===== src/rtl/mmio_io_responder.sv =====
// rtl/mmio_io_responder.sv - MMIO responder: LED/7-seg/debounced switch registers, optional 64-bit timer.
// Optional timer/compare/CTRL/irq block is built only when MMIO_TIMER_EN is defined.
module mmio_io_responder #(
    parameter int unsigned PRESCALE        = 1,
    parameter int unsigned DEBOUNCE_CYCLES = 100000
) (
    input  logic        clk_i,
    input  logic        rst_i,
    input  logic        sel_i,
    input  logic [31:0] addr_i,
    input  logic [3:0]  we_i,
    input  logic [31:0] wdata_i,
    output logic [31:0] rdata_o,
    input  logic [3:0]  sw_i,
    output logic [3:0]  led_o,
    output logic [3:0]  seven_seg_o,
    output logic        irq_o
);

    localparam int unsigned CW = $clog2(DEBOUNCE_CYCLES + 1);
    localparam logic [CW-1:0] DB_MAX = CW'(DEBOUNCE_CYCLES);

    logic [2:0]  reg_idx;
    logic        wr_en;

    logic [3:0]  led_q, led_d;
    logic [3:0]  seg_q, seg_d;
    logic [3:0]  switch_q;
    logic [3:0]  sw_meta_q, sw_sync_q, sw_last_q;
    logic [CW-1:0] db_cnt_q, db_cnt_d;
    logic [31:0] rdata_q, rdata_d;

    assign reg_idx = addr_i[4:2];
    assign wr_en   = sel_i & (|we_i);

    function automatic logic [31:0] merge_bytes(input logic [31:0] old_v,
                                                input logic [31:0] new_v,
                                                input logic [3:0]  be);
        logic [31:0] r;
        r = old_v;
        for (int k = 0; k < 4; k++) begin
            if (be[k]) r[8*k +: 8] = new_v[8*k +: 8];
        end
        return r;
    endfunction

    always_comb begin
        led_d = led_q;
        seg_d = seg_q;
        if (wr_en && we_i[0] && reg_idx == 3'd0) led_d = wdata_i[3:0];
        if (wr_en && we_i[0] && reg_idx == 3'd1) seg_d = wdata_i[3:0];
    end

    // The current sample counts as the first of a new run whenever it differs from the previous one.
    always_comb begin
        if (sw_sync_q != sw_last_q) begin
            db_cnt_d = CW'(1);
        end else if (db_cnt_q != DB_MAX) begin
            db_cnt_d = db_cnt_q + CW'(1);
        end else begin
            db_cnt_d = db_cnt_q;
        end
    end

    always_ff @(posedge clk_i or posedge rst_i) begin
        if (rst_i) begin
            led_q     <= '0;
            seg_q     <= '0;
            switch_q  <= '0;
            sw_meta_q <= '0;
            sw_sync_q <= '0;
            sw_last_q <= '0;
            db_cnt_q  <= '0;
            rdata_q   <= '0;
        end else begin
            led_q     <= led_d;
            seg_q     <= seg_d;
            sw_meta_q <= sw_i;
            sw_sync_q <= sw_meta_q;
            sw_last_q <= sw_sync_q;
            db_cnt_q  <= db_cnt_d;
            if (db_cnt_d == DB_MAX) switch_q <= sw_sync_q;
            rdata_q   <= rdata_d;
        end
    end

`ifdef MMIO_TIMER_EN
    localparam logic [15:0] PRE_MAX = 16'(PRESCALE - 1);

    logic [15:0] pre_q, pre_d;
    logic [63:0] tmr_q, tmr_d;
    logic [63:0] cmp_q, cmp_d;
    logic        irq_en_q, irq_en_d;
    logic        pend_q, pend_d;
    logic        tick;
    logic        ctrl_wr;

    always_comb begin
        tick    = (pre_q == PRE_MAX);
        pre_d   = tick ? 16'd0 : pre_q + 16'd1;
        ctrl_wr = wr_en && we_i[0] && (reg_idx == 3'd7);
        tmr_d   = tmr_q;
        cmp_d   = cmp_q;
        // A timer write replaces the tick for that cycle; untouched bytes hold.
        if (wr_en && reg_idx == 3'd3) begin
            tmr_d[31:0] = merge_bytes(tmr_q[31:0], wdata_i, we_i);
        end else if (wr_en && reg_idx == 3'd4) begin
            tmr_d[63:32] = merge_bytes(tmr_q[63:32], wdata_i, we_i);
        end else if (tick) begin
            tmr_d = tmr_q + 64'd1;
        end
        if (wr_en && reg_idx == 3'd5) cmp_d[31:0]  = merge_bytes(cmp_q[31:0], wdata_i, we_i);
        if (wr_en && reg_idx == 3'd6) cmp_d[63:32] = merge_bytes(cmp_q[63:32], wdata_i, we_i);
        irq_en_d = ctrl_wr ? wdata_i[0] : irq_en_q;
        pend_d   = (irq_en_q && (tmr_q >= cmp_q)) | (pend_q & ~(ctrl_wr & wdata_i[1]));
    end

    always_ff @(posedge clk_i or posedge rst_i) begin
        if (rst_i) begin
            pre_q    <= '0;
            tmr_q    <= '0;
            cmp_q    <= '1;
            irq_en_q <= 1'b0;
            pend_q   <= 1'b0;
        end else begin
            pre_q    <= pre_d;
            tmr_q    <= tmr_d;
            cmp_q    <= cmp_d;
            irq_en_q <= irq_en_d;
            pend_q   <= pend_d;
        end
    end

    assign irq_o = pend_q & irq_en_q;

    logic unused_bits;
    assign unused_bits = ^{addr_i[31:5], addr_i[1:0]};
`else
    assign irq_o = 1'b0;

    logic unused_bits;
    assign unused_bits = ^{addr_i[31:5], addr_i[1:0], wdata_i[31:4], 16'(PRESCALE)};
`endif

    // Reads see pre-write state; an unselected cycle returns 0 for OR-combining.
    always_comb begin
        rdata_d = '0;
        if (sel_i) begin
            case (reg_idx)
                3'd0: rdata_d = {28'd0, led_q};
                3'd1: rdata_d = {28'd0, seg_q};
                3'd2: rdata_d = {28'd0, switch_q};
`ifdef MMIO_TIMER_EN
                3'd3: rdata_d = tmr_q[31:0];
                3'd4: rdata_d = tmr_q[63:32];
                3'd5: rdata_d = cmp_q[31:0];
                3'd6: rdata_d = cmp_q[63:32];
                3'd7: rdata_d = {30'd0, pend_q, irq_en_q};
`endif
                default: rdata_d = '0;
            endcase
        end
    end

    assign rdata_o     = rdata_q;
    assign led_o       = led_q;
    assign seven_seg_o = seg_q;

endmodule


===== config.mk =====
export PLATFORM = sky130hd
export DESIGN_NAME = mmio_io_responder
export DESIGN_NICKNAME = d
export VERILOG_FILES = /design/src/rtl/mmio_io_responder.sv
export SDC_FILE = /design/constraint.sdc
export NUM_CORES = 1
export LEC_CHECK = 0
export ABC_AREA = 1
export ABC_CLOCK_PERIOD_IN_PS = 4300
export CORE_MARGIN = 2
export CORE_UTILIZATION = 46
export CTS_CLUSTER_SIZE = 8
export DETAILED_ROUTE_END_ITERATION = 8
export PLACE_DENSITY = 0.95
export SKIP_CTS_REPAIR_TIMING = 1
export SYNTH_ARGS = -nofsm -noshare
export SYNTH_HDL_FRONTEND = slang
export SYNTH_SLANG_ARGS = --single-unit
export TNS_END_PERCENT = 20

===== constraint.sdc =====
create_clock -name clk_i -period 4.3 [get_ports clk_i]
set_clock_uncertainty 0.1 [all_clocks]
set_input_delay 0.645 -clock clk_i [delete_from_list [all_inputs] [get_ports clk_i]]
set_output_delay 0.645 -clock clk_i [all_outputs]
set_load 0.005 [all_outputs]

==> results of run 1 <==
layer usage:
layer	global-route usage	up-vias	routed length (um)
li1	-	1072	-
met1	0.198	981	2020
met2	0.303	73	2560
met3	0.0430	19	304
met4	0.0898	0	176
met5	0	-	0
state kept, by name, summed over array words and instances, names as in the netlist:
name and flops:
rdata_o 4, sw_meta_q 4, sw_sync_q 4, led_o 4, seven_seg_o 4, db_cnt_q 17, switch_q 4, sw_last_q 4
stage by stage:
stage / std cells / total power, uW
5_1_grt: 455 / 860
4_1_cts: 455 / 826
3_5_place_dp: 447 / 573
2_1_floorplan: 378 / 530
6_report: 455 / 817
3_3_place_gp: 447 / 567
layout by cell type (no fill, tap or decap), types with 5 or more instances in the layout:
cell	count
nand2_1	101
inv_1	50
dfrtp_1	45
nor2_1	40
conb_1	29
nand3_1	27
clkdlybuf4s50_1	26
o21ai_0	10
nor2_4	7
nand4_1	6
nand3_2	5
clkbuf_8	5
logic make-up (layout without fill, tap and decap cells):
logic type,after synthesis,after routing,synth area share
flip-flops,45,45,0.427
buffers and inverters,82,87,0.159
adder cells (fa/ha/maj),2,2,0.00948
AO/OA/AOI/OAI,14,14,0.0280
AND/OR/NAND/NOR,200,200,0.352
other,1,29,0.00142
XOR/XNOR,6,6,0.0228
power groups by stage:
| stage | sequential, uW | combinational (uW) | clock, uW |
|---|---|---|---|
| final | 465 | 99.9 | 252 |
| after global routing | 468 | 112 | 280 |
| after CTS | 465 | 101 | 260 |
| after detailed placement | 473 | 99.6 | 0 |
| after global placement | 471 | 95.2 | 0 |
| after floorplan | 470 | 60.0 | 0 |
cell type report:
| class | instances | area, um^2 | area share |
|---|---|---|---|
| multi-input cells | 251 | 1200 | 0.404 |
| inverters | 52 | 195 | 0.0659 |
| flip-flops and latches | 45 | 1130 | 0.380 |
| repair buffers | 27 | 268 | 0.0903 |
| clock buffers | 6 | 72.6 | 0.0245 |
| well taps | 72 | 90.1 | 0.0304 |
| clock inverters | 2 | 15.0 | 0.00507 |
path summary, 6_finish.rpt:
path / from / end / cells after the start
min in group asynchronous: rst_i / db_cnt_q[2] / 3
max reg2reg: db_cnt_q[0] / switch_q[3] / 15
max: db_cnt_q[0] / switch_q[3] / 15
max in group asynchronous: rst_i / led_o[0] / 3
min: sw_meta_q[2] / sw_sync_q[2] / 0
min reg2reg: sw_meta_q[2] / sw_sync_q[2] / 0
==> flow_summary_export.csv, run 1 <==
group,metric,value,unit
status,status,"finished clean",
logic_synthesis,synth_area,2640,um^2
drt,drtIter0Drc,138,
worst_setup_path,endpoint_kind,"flip-flop",
power,pwr-share-seq,0.569,
clock_tree,clock-sinks,45,
final_layout,drive_gt1_frac,0.0862,
min_path,worstHoldPathType,"flip-flop to flip-flop",
power,internal_power,613,uW
clock_tree,clockRootBuffer,"clkbuf_8",
final_layout,final_util,0.535,
place,gp_congestion,0.983,
clock_tree,clk_pin_slew,80,ps
flow_run,cap_violations,0,
final_layout,num_antenna_cells,0,
sta,setup_ws,2140,ps
logic_synthesis,syn-mean-instance-area,7.54,um^2
sta,final-hold-violation-count,0,
clock_tree,clock_latency,300,ps
worst_setup_path,critPathTopFamily,"simple AND/OR/NAND/NOR gates",
floorplan,chipWidth,79.7,um
worst_setup_path,slowest_stage,"dfrtp_1",
logic_synthesis,netlist_top_cells_area,"dfrtp_1 43%, nand2_1 14%, buf_4 8.5%",
logic_synthesis,yosysSeqAreaShare,0.427,
global_route,grt_pass1_wl,8740,um
logic_synthesis,synthArstFlopShare,1.00,
final_layout,final_area,2960,um^2
global_route,grt_usage,0.174,
logic_synthesis,synth_cells,350,
logic_synthesis,ys_ff_latch,45,
sta,slew_viol_final,0,
worst_setup_path,crit_fanout,4,
drt,ant_nets,0,
global_route,grt_max_degree,46,
worst_setup_path,worstPathArrival,2260,ps
sta,slew_headroom,0.618,
logic_synthesis,synth.top_cell.area_share,0.427,
worst_setup_path,cp_cell_sequence,"inv_1 > ha_1 > nand2_1 > inv_1 > nand2_1 > nor2_1 > nand2_1 > nand2_1 > nand3_1 > nor2_1 > nand2_1 > nor2_2 > nand3_2 > nand2_1 > nand2_1",
drt,detail_route.first_pass.iterations,4,
drt,wirelength,5050,um
logic_synthesis,synth_ff_type,"dfrtp_1",
final_layout,fillers,525,
clock_tree,cts_max_level,2,
sta,hold_ws,252,ps
power,p_switching,205,uW
sta,worst_slew_pin_slew,569,ps
power,comb_power_share,0.122,
drt,drc_errors,0,
logic_synthesis,ys_types,25,
global_route,antenna_found_initial,0,
worst_setup_path,regToRegSetupSlack,2140,ps
drt,vias,2145,
sta,fmax,462,MHz
final_layout,area_growth,12.3,%
place,port_buffers,26,
worst_setup_path,cp_data_required_time,4400,ps
floorplan,rows,27,
logic_synthesis,synth_top_area_cell,"dfrtp_1",
worst_setup_path,crit_top_cell,"nand2_1",
power,p_clk_frac,0.309,
clock_tree,clockBufferDepth,2,
power,peakVddDrop,0.251,mV
power,p_per_area,276,nW/um^2
sta,fin_crit,2160,ps
floorplan,dieArea,6360,um^2
logic_synthesis,synth_top_cells_by_count,"101 x nand2_1, 51 x inv_1, 45 x dfrtp_1",
worst_setup_path,cp-start-kind,"flip-flop",
clock_tree,tritoncts,"yes",
sta,setup_viol,0,
floorplan,start_util,0.476,
final_layout,nets,459,
logic_synthesis,synth_edf_count,0,
logic_synthesis,synth_most_common_cell,"nand2_1",
place,place_ws,1940,ps
floorplan,die_h,79.7,um
sta,fin_crit_sh,0.503,
worst_setup_path,slowest_delay,430,ps
place,dp_hpwl,3900,um
floorplan,ios,116,
sta,rsz0062_at_grt,"false",
global_route,gr-total-overflow,0,
worst_setup_path,critPathBufInv,2,
power,leakagePower,0.00150,uW
drt,wl_per_cell,11.1,um
global_route,grt_pass1_vias,2101,
power,p_sw_frac,0.250,
logic_synthesis,ys.warnings.count,0,
worst_setup_path,critical_path_class,"flip-flop to flip-flop",
place,place_area,2880,um^2
clock_tree,cts_buffers,5,
floorplan,core,5540,um^2
drt,vias_per_cell,4.71,
sta,setup_tns,0,ps
(Power assumes the default switching activity.)
==> inputs of run 2 (changes only) <==
- ABC_CLOCK_PERIOD_IN_PS: 4300 -> 2000
- CORE_UTILIZATION: 46 -> 42
- PLACE_DENSITY: 0.95 -> 0.89
- clock period: 4.3 -> 2 ns (I/O delays scaled with it)
==> flow_summary_export.csv, run 2 (synthesized netlist as in run 1, its figures left out) <==
group,metric,value,unit
floorplan,chipWidth,83.3,um
global_route,grt_max_degree,46,
drt,wl_per_cell,11.3,um
floorplan,start_util,0.440,
drt,drc_errors,0,
min_path,worstHoldPathType,"primary input to async pin",
drt,ant_nets,0,
global_route,grt_pass1_vias,2063,
sta,fin_crit,1980,ps
floorplan,dieArea,6930,um^2
drt,drtIter0Drc,121,
place,port_buffers,26,
clock_tree,clock_latency,300,ps
place,dp_hpwl,4010,um
final_layout,mostFrequentLayoutCells,"96 x nand2_1, 47 x inv_1, 42 x dfrtp_1",
worst_setup_path,cp_data_required_time,2090,ps
sta,final-hold-violation-count,0,
drt,wirelength,5400,um
final_layout,num_antenna_cells,0,
global_route,grt_pass1_wl,8690,um
power,leakagePower,0.00166,uW
drt,vias_per_cell,4.65,
global_route,antenna_found_initial,0,
sta,fin_crit_sh,0.991,
worst_setup_path,critical_path_class,"flip-flop to flip-flop",
clock_tree,tritoncts,"yes",
clock_tree,cts_max_level,2,
place,dp.cells,462,
floorplan,rows,28,
worst_setup_path,r2r_cells,14,
final_layout,layout.cells.most_common,"nand2_1",
clock_tree,clockBufferDepth,2,
clock_tree,clockRootBuffer,"clkbuf_8",
drt,detail_route.first_pass.iterations,4,
worst_setup_path,cp-start-kind,"flip-flop",
floorplan,core,5990,um^2
place,place_ws,-145,ps
floorplan,die_h,83.3,um
clock_tree,clock-sinks,45,
sta,fmax,505,MHz
power,peakVddDrop,0.505,mV
final_layout,fillers,533,
floorplan,ios,116,
final_layout,nets,480,
global_route,grt_usage,0.154,
final_layout,top_register,"db_cnt_q",
clock_tree,clk_pin_slew,80,ps
worst_setup_path,crit_fanout,4,
sta,setup_tns,0,ps
global_route,gr-total-overflow,0,
final_layout,final_util,0.546,
worst_setup_path,worstPathArrival,2070,ps
status,status,"finished clean",
final_layout,drive_gt1_frac,0.186,
worst_setup_path,endpoint_kind,"flip-flop",
sta,slew_viol_final,0,
place,gp_congestion,0.921,
sta,setup_ws,18.8,ps
flow_run,cap_violations,0,
clock_tree,cts_buffers,5,
final_layout,area_growth,23.9,%
drt,vias,2227,
sta,setup_viol,0,
final_layout,instances_no_fill,479,
power,p_per_area,596,nW/um^2
final_layout,largest_reg_flops,17,
sta,rsz0062_at_grt,"true",
[run 2: layer usage]
layer | part of all wire | global-route usage
met5 | 0 | 0
met4 | 0.018 | 0.0626
met3 | 0.053 | 0.0368
met2 | 0.52 | 0.283
met1 | 0.41 | 0.170
[run 2: path summary, 6_finish.rpt]
| path | endpoint | slack, ps | start |
|---|---|---|---|
| min in group clk_i | sw_sync_q[3] | 240 | sw_meta_q[3] |
| hold / removal | rdata_o[3] | 220 | rst_i |
| max in group asynchronous | sw_last_q[0] | 1350 | rst_i |
| hold reg to reg | sw_sync_q[3] | 240 | sw_meta_q[3] |
| setup / recovery | switch_q[0] | 20 | db_cnt_q[0] |
| setup reg to reg | switch_q[0] | 20 | db_cnt_q[0] |
[run 2: cell type report]
class / instances / area [um^2] / area share
Inverter: 52 / 195 / 0.0597
Multi-Input combinational cell: 251 / 1280 / 0.393
Clock buffer: 7 / 86.3 / 0.0264
Sequential cell: 45 / 1130 / 0.345
Clock inverter: 1 / 30.0 / 0.00918
Tap cell: 75 / 93.8 / 0.0287
Timing Repair Buffer: 48 / 450 / 0.138
[run 2: through the flow]
stage               power (uW)  area [um^2]  hold WS (ps)
floorplan                 1140         2740           231
global placement          1230         2980           233
detailed placement        1240         2980           235
CTS                       1950         3100           233
global route              2040         3270           248
finish                    1950         3270           224
[run 2: critical path: stages (launching register included)]
cell and delay (ps):
dfrtp_1 430, inv_2 80, buf_4 140, nor2_4 140, nand2_2 90, nand2_1 70
nand2_1 80, nor2_2 150, nand2_2 80, nor2_4 90, inv_1 50, nor2_2 100
nand3_2 110, nand2_1 90, nand2_1 60
[run 2: where the power goes]
group	total [uW]	leakage, uW	internal (uW)	switching (uW)
Clock	709	0.0000585	407	301
Sequential	997	0.000580	959	38.4
Combinational	242	0.00102	134	107
==> inputs of run 3 (changes only) <==
- SETUP_SLACK_MARGIN: unset -> 0.1
==> results of run 3 <==
Same layout as run 2: the final DEF is identical, and so are final timing and power.
